===== src/rtl/sel_n_rr.sv =====
// N-channel registered selector with fixed-select and round-robin modes and a one-deep output register.
// Optional packet hold (lock onto a channel until IN_LAST) is built when SEL_N_RR_HOLD_EN is defined.
module sel_n_rr #(
  parameter int N  = 4,
  parameter int W  = 8,
  parameter int SW = 2
) (
  input  logic           CLK,
  input  logic           RST_N,
  input  logic [N*W-1:0] IN_DATA,
  input  logic [N-1:0]   IN_VALID,
  output logic [N-1:0]   IN_READY,
`ifdef SEL_N_RR_HOLD_EN
  input  logic [N-1:0]   IN_LAST,
`endif
  input  logic           MODE,
  input  logic [SW-1:0]  SEL_IN,
  output logic [W-1:0]   OUT_DATA,
  output logic [SW-1:0]  OUT_CH,
  output logic           OUT_VALID,
  input  logic           OUT_READY
);

  // Handshake: a beat moves on channel i when IN_VALID[i] & IN_READY[i] at a rising edge,
  // and leaves the output register when OUT_VALID & OUT_READY at a rising edge.

  logic          free;
  logic          grant_any;
  logic          xfer;
  logic          last_beat;
  logic [SW-1:0] grant_idx;
  logic [SW-1:0] ptr;
  logic [SW-1:0] ptr_next;
  logic [W-1:0]  grant_data;

`ifdef SEL_N_RR_HOLD_EN
  logic          lock_on;
  logic [SW-1:0] lock_ch;
`endif

  assign free = !OUT_VALID | OUT_READY;
  // Gating with RST_N keeps every IN_READY low while reset is held.
  assign xfer = free & grant_any & RST_N;
  assign ptr_next = (grant_idx == SW'(N-1)) ? '0 : grant_idx + SW'(1);

  always_comb begin
    int j;
    j         = 0;
    grant_any = 1'b0;
    grant_idx = '0;
    if (!MODE) begin
      // Comparing against each in-range index means an out-of-range SEL_IN never grants.
      for (int i = 0; i < N; i++) begin
        if (SEL_IN == SW'(i) && IN_VALID[i]) begin
          grant_any = 1'b1;
          grant_idx = SW'(i);
        end
      end
    end
`ifdef SEL_N_RR_HOLD_EN
    else if (lock_on) begin
      grant_any = IN_VALID[lock_ch];
      grant_idx = lock_ch;
    end
`endif
    else begin
      // Walk offsets from farthest to nearest so the channel closest to ptr wins.
      for (int k = N - 1; k >= 0; k--) begin
        j = int'(ptr) + k;
        if (j >= N) j = j - N;
        if (IN_VALID[j]) begin
          grant_any = 1'b1;
          grant_idx = SW'(j);
        end
      end
    end
  end

  always_comb begin
    grant_data = '0;
    IN_READY   = '0;
    for (int i = 0; i < N; i++) begin
      if (grant_idx == SW'(i)) begin
        grant_data  = IN_DATA[i*W +: W];
        IN_READY[i] = xfer;
      end
    end
  end

`ifdef SEL_N_RR_HOLD_EN
  assign last_beat = IN_LAST[grant_idx];

  always_ff @(posedge CLK or negedge RST_N) begin
    if (!RST_N) begin
      lock_on <= 1'b0;
      lock_ch <= '0;
    end else if (!MODE) begin
      lock_on <= 1'b0;
    end else if (xfer) begin
      lock_on <= !last_beat;
      lock_ch <= grant_idx;
    end
  end
`else
  assign last_beat = 1'b1;
`endif

  always_ff @(posedge CLK or negedge RST_N) begin
    if (!RST_N) begin
      OUT_VALID <= 1'b0;
      OUT_DATA  <= '0;
      OUT_CH    <= '0;
      ptr       <= '0;
    end else begin
      if (xfer) begin
        OUT_DATA  <= grant_data;
        OUT_CH    <= grant_idx;
        OUT_VALID <= 1'b1;
      end else if (free) begin
        OUT_VALID <= 1'b0;
      end
      // The pointer moves past a channel only once its packet (or single beat) is done.
      if (xfer && MODE && last_beat) ptr <= ptr_next;
    end
  end

endmodule


===== config.mk =====
export PLATFORM = sky130hd
export DESIGN_NAME = sel_n_rr
export DESIGN_NICKNAME = d
export VERILOG_FILES = /design/src/rtl/sel_n_rr.sv
export SDC_FILE = /design/constraint.sdc
export NUM_CORES = 1
export LEC_CHECK = 0
export ABC_AREA = 0
export BUFFER_PORTS_ARGS = -buffer_cell sky130_fd_sc_hd__buf_2
export CORE_ASPECT_RATIO = 1.4
export CORE_MARGIN = 2
export CORE_UTILIZATION = 44
export CTS_CLUSTER_SIZE = 10
export DETAILED_ROUTE_END_ITERATION = 10
export GPL_ROUTABILITY_DRIVEN = 0
export PLACE_DENSITY = 0.86
export RECOVER_POWER = 50
export SYNTH_ARGS = -nofsm -noshare
export SYNTH_HDL_FRONTEND = slang
export SYNTH_SLANG_ARGS = --single-unit

===== constraint.sdc =====
create_clock -name CLK -period 3.1 [get_ports CLK]
set_input_delay 0.31 -clock CLK [delete_from_list [all_inputs] [get_ports CLK]]
set_output_delay 0.31 -clock CLK [all_outputs]
set_load 0.005 [all_outputs]

# == Word level (Yosys, flattened, before mapping) ==
# Cells that the tools add are included.
# word_totals
register_bits,13
latch_bits,0
ramBits,0
mem_bits_ro,0
in_bits,42
out_inout_bits,15
word_cells,86
memories,0
# op_classes
add_sub_neg,8
n_mul,0
n_div,0
order_cmp,8
eq_ne,6
shift,0
muxes,48
bitwise,3
n_reduce_logical,9
# ops
cell,n
two-way mux 32 bit,8
"less-than comparator 32 x 4 -> 1 bit, second input constant",4
two-way mux 8 bit,4
two-way mux 1 bit,24
two-way mux 2 bit,8
"subtractor 3 x 3 -> 4 bit, second input constant",3
"greater-or-equal comparator 3 bit, second input constant",3
binary-select mux 1 bit (select 2 bit),4
"equality test 2 bit, second input constant",4
"adder 2 x 2 -> 3 bit, second input constant",2
logical AND 1 bit,5
"equality test 2 x 1 -> 1 bit, second input constant",2
logical NOT 2 bit,2
"subtractor 2 x 3 -> 4 bit, second input constant",1
"adder 2 x 1 -> 3 bit, second input constant",1
"greater-or-equal comparator 2 x 3 -> 1 bit, second input constant",1
"adder 2 x 1 -> 2 bit, second input constant",1
bitwise AND 1 bit,2
nonzero test 2 bit,1
logical NOT 1 bit,1
bitwise OR 1 bit,1

# == Longest topological paths before layout ==
# logic_depth
word_depth,17
mapped_depth,10
ltp_nobuf,9

# == Worst setup path before layout ==
# No wires, ideal clock.
# synth_path
path_type,reg2reg
startpoint,register ptr[1]
endpoint,register OUT_DATA[3]
setup_ns,0.125
arrival_time_ns,2.224
required_time_ns,2.975
slack_ns,0.751
path_stages_with_launch,10
n_path_buf,1
period_less_slack_ns,2.349
cell_sequence,dfrtp_1 -> mux2i_1 -> o22ai_1 -> o32ai_1 -> inv_1 -> ha_1 -> clkbuf_1 -> a221oi_1 -> o31ai_1 -> mux2_4
# synth_via
elab_chain_len,17
elab_cells_between_ends,51
classes_between,7 x add/sub; 4 x order compare; 3 x eq/ne; 34 x mux; 2 x bitwise; 1 x reduce/logical
# synth_rtl
element,line_no,rtl
from (decl),32,logic [SW-1:0] ptr;
from (signal assigned),123,if (xfer && MODE && last_beat) ptr <= ptr_next;
adder 2 x 2 -> 3 bit,69,j = int'(ptr) + k;
subtractor 3 x 3 -> 4 bit / greater-or-equal comparator 3 bit (equally long branches),70,if (j >= N) j = j - N;
two-way mux 32 bit,70,
two-way mux 32 bit,51,if (!MODE) begin
binary-select mux 1 bit (select 2 bit),71,if (IN_VALID[j]) begin
two-way mux 1 bit (implied by the code) (2 in a row),71,
two-way mux 2 bit (3 in a row),71,
two-way mux 2 bit *,71,
two-way mux 2 bit *,51,
named net grant_idx[0],31,logic [SW-1:0] grant_idx;
logical NOT 2 bit,83,if (grant_idx == SW'(i)) begin
two-way mux 8 bit (3 in a row),83,
two-way mux 8 bit *,83,
to (signal assigned),116,OUT_DATA <= grant_data;
to (decl),18,"output logic [W-1:0] OUT_DATA,"
# Mark *: on every way through the listed nets, which the timed path passes. The rest lies on a longest branch. The select of a mux whose other input is x is not followed.
# A chain may end at the register's enable or synchronous reset.

# == Worst setup path in the final report ==
# layout_path
startpoint,input RST_N
endpoint,output IN_READY[0]
# layout_via
elab_chain_len,2
# layout_rtl
element,line_no,rtl
from (decl),9,"input logic RST_N,"
bitwise AND 1 bit,43,assign xfer = free & grant_any & RST_N;
two-way mux 1 bit,83,
to (decl),12,"output logic [N-1:0] IN_READY,"
# Every way passes these cells.

==> flow_summary_export.csv <==
group,metric,value,unit
sta,final-setup-viol-count,0,
sta,tns,0,ns
hold_path,hp-class,"primary input to flip-flop",
route,dr_total_vias,1009,
sta,timing.fmax,355,MHz
global_route,grt_pass1_wl,4.02,mm
synth,yosysWarnings,0,
cells_and_area,drive_gt1_share,46.9,%
route,ant_nets,0,
route,drt_iter0_drc,15,
synth,synth_fa_ha_area_share,4.75,%
clock_network,hold_buffers,1,
critical_path,worstPathArrival,2.51,ns
global_route,gr-total-overflow,0,
critical_path,crit_fanout,15,
floorplan,core-area,0.00234,mm2
critical_path,slowest_delay,0.60,ns
pwr,finalPower,0.789,mW
synth,seq_area_frac_synth,30.9,%
global_route,grt_max_degree,18,
cells_and_area,nets,209,
synth,synth_area,0.00105,mm2
floorplan,io_pins,57,
clock_network,clock-sinks,13,
clock_network,clk_pin_slew_worst_paths,0.07,ns
critical_path,path_class,"primary input to primary output",
cells_and_area,n_antenna_cell,0,
cells_and_area,layout_commonest_cell,"buf_2",
cells_and_area,mostFrequentLayoutCells,"buf_2 (50), dfrtp_1 (13), nand2_1 (12)",
route,drt-wirelength-per-cell,15.0,um
clock_network,clock_path_buffers,2,
sta,worst_pin_slew,0.795,ns
sta,rsz0062_at_grt,"false",
synth,synth.mux.area_fraction,17.5,%
critical_path,crit_slowest_cell,"clkbuf_1",
floorplan,fp.dieH,61.9,um
route,drc_errors,0,
synth,synth_top_family_by_area,"compound AO/OA/AOI/OAI gates",
critical_path,start_kind,"primary input",
pwr,max-vdd-ir-drop,0.000434,V
critical_path,crit_required,2.79,ns
synth,synthDistinctLibCells,32,
cells_and_area,final_util,57.4,%
clock_network,cts_tree,"yes",
pwr,power_density,588,mW/mm2
floorplan,rows,21,
sta,hold_viol_final,0,
floorplan,start_util,45.1,%
sta,whs,0.357,ns
synth,postSynthAreaPerCell,9.94,um2
sta,slew-limit-headroom,47.0,%
synth,syn_nets,152,
clock_network,cts_buffers,3,
synth,synth_xor_area_share,0,%
sta,slew_violations,0,
clock_network,clk_latency,0.27,ns
global_route,first_global_vias,926,
floorplan,dieArea,0.00281,mm2
sta,clock_skew,0.00667,ns
route,wl,2.77,mm
floorplan,die_x,45.4,um
critical_path,end_kind,"primary output",
sta,finalCriticalPeriod,2.82,ns
route,vias_per_cell,5.45,
run_status,status,"finished clean",
cells_and_area,area_growth,27.4,%
clock_network,cts_resized,0,
run,cap_violations,0,
clock_network,cts_root_buf,"clkbuf_4",
synth,synthSimpleGateAreaFrac,15.3,%
synth,synthCells,106,
route,dr.pass1.iters,3,
global_route,antenna_found_initial,0,
clock_network,htree_levels,1,
clock_network,post_cts_buffers,0,
pwr,p_leak,0.678,nW
global_route,grtUsageTotal,19.9,%
critical_path,path_cells,"dlygate4sd3_1 > clkbuf_1 > inv_1 > a221oi_2 > o21a_4 > and2_2 > buf_2",
placed_design,hpwl,2.22,mm
placed_design,io_buffer_count,56,
synth,synth_compound_area_share,24.5,%
synth,yosys_register_bits,13,
sta,finalCritPeriodShare,91.0,%
## worst max-delay path, delay by kind of cell
family / cells / cell delay, ns
buf+inv: 4 / 1.34
compound gates: 2 / 0.67
simple gates: 1 / 0.18
## layer usage
metal,track usage [%],wire [um],part of all wire (%)
met3,4.05,155,5.6
met2,34.9,1440,52
met4,8.82,45,1.6
met1,23.1,1120,41
met5,0,0,0
## synthesized netlist by cell type
library cell | n | area [um2]
nand2_1 | 12 | 45.0
o31ai_1 | 7 | 52.6
a221oi_1 | 7 | 61.3
o22ai_1 | 1 | 6.26
nor2b_1 | 5 | 31.3
mux2i_1 | 6 | 60.1
buf_4 | 1 | 7.51
dfrtp_1 | 13 | 325
o2bb2ai_1 | 1 | 8.76
nand2b_1 | 2 | 12.5
mux2_2 | 7 | 78.8
clkbuf_1 | 2 | 7.51
a221oi_2 | 1 | 15.0
nor2_1 | 1 | 3.75
inv_1 | 7 | 26.3
and2_2 | 4 | 30.0
a31o_2 | 1 | 8.76
ha_1 | 4 | 50.1
o21ai_0 | 4 | 20.0
mux2_4 | 3 | 45.0
a21o_2 | 1 | 8.76
nor4_2 | 1 | 12.5
a22o_1 | 1 | 8.76
a21o_1 | 1 | 7.51
o21a_4 | 1 | 15.0
buf_12 | 1 | 20.0
a21oi_1 | 4 | 20.0
and2b_2 | 3 | 26.3
o22a_2 | 1 | 10.0
a31oi_1 | 1 | 6.26
clkbuf_8 | 1 | 13.8
o32ai_1 | 1 | 8.76
## where the power goes
group	internal, mW	leakage (nW)	switching (mW)
logic	0.212	0.505	0.182
registers	0.242	0.158	0.0498
clock network	0.0499	0.0150	0.0534
## cell type report
cell class | count | area [um2]
Inverter | 7 | 26.3
Multi-Input combinational cell | 81 | 653
Sequential cell | 13 | 325
Timing Repair Buffer | 57 | 283
Fill cell | 224 | 996
Tap cell | 23 | 28.8
Clock buffer | 4 | 26.3
## state kept, by name (all words and copies together) (netlist names)
register,cells
OUT_CH,2
OUT_DATA,8
OUT_VALID,1
ptr,2
## worst paths after layout
path | from | to | slack [ns] | depth (start not counted)
worst min-delay path | OUT_READY | OUT_VALID$_DFFE_PN0P_ | 0.36 | 3
worst max-delay path | RST_N | IN_READY[0] | 0.28 | 7
max in group asynchronous | RST_N | OUT_CH[0]$_DFFE_PN0P_ | 1.97 | 2
worst min register to register | OUT_DATA[3]$_DFFE_PN0P_ | OUT_DATA[3]$_DFFE_PN0P_ | 0.51 | 1
worst max register to register | ptr[1]$_DFFE_PN0P_ | OUT_DATA[4]$_DFFE_PN0P_ | 0.32 | 8
min in group asynchronous | RST_N | OUT_DATA[6]$_DFFE_PN0P_ | 0.63 | 2
## metrics by stage
step           cell area, um2  std cells  worst slack (ns)
6_report                 1340        185             0.280
5_1_grt                  1340        185            0.0873
3_5_place_dp             1310        180             0.368
3_3_place_gp             1310        180             0.507
2_1_floorplan            1050        106             0.751
4_1_cts                  1350        185             0.294
## logic make-up (layout without fill, tap and decap cells)
logic type | count (synthesis) | in the layout
compound gates | 33 | 33
simple gates | 28 | 28
mux | 16 | 16
flops | 13 | 13
buf+inv | 12 | 68
fa+ha+maj | 4 | 4
Note: power is estimated with default switching activity, not from simulation.
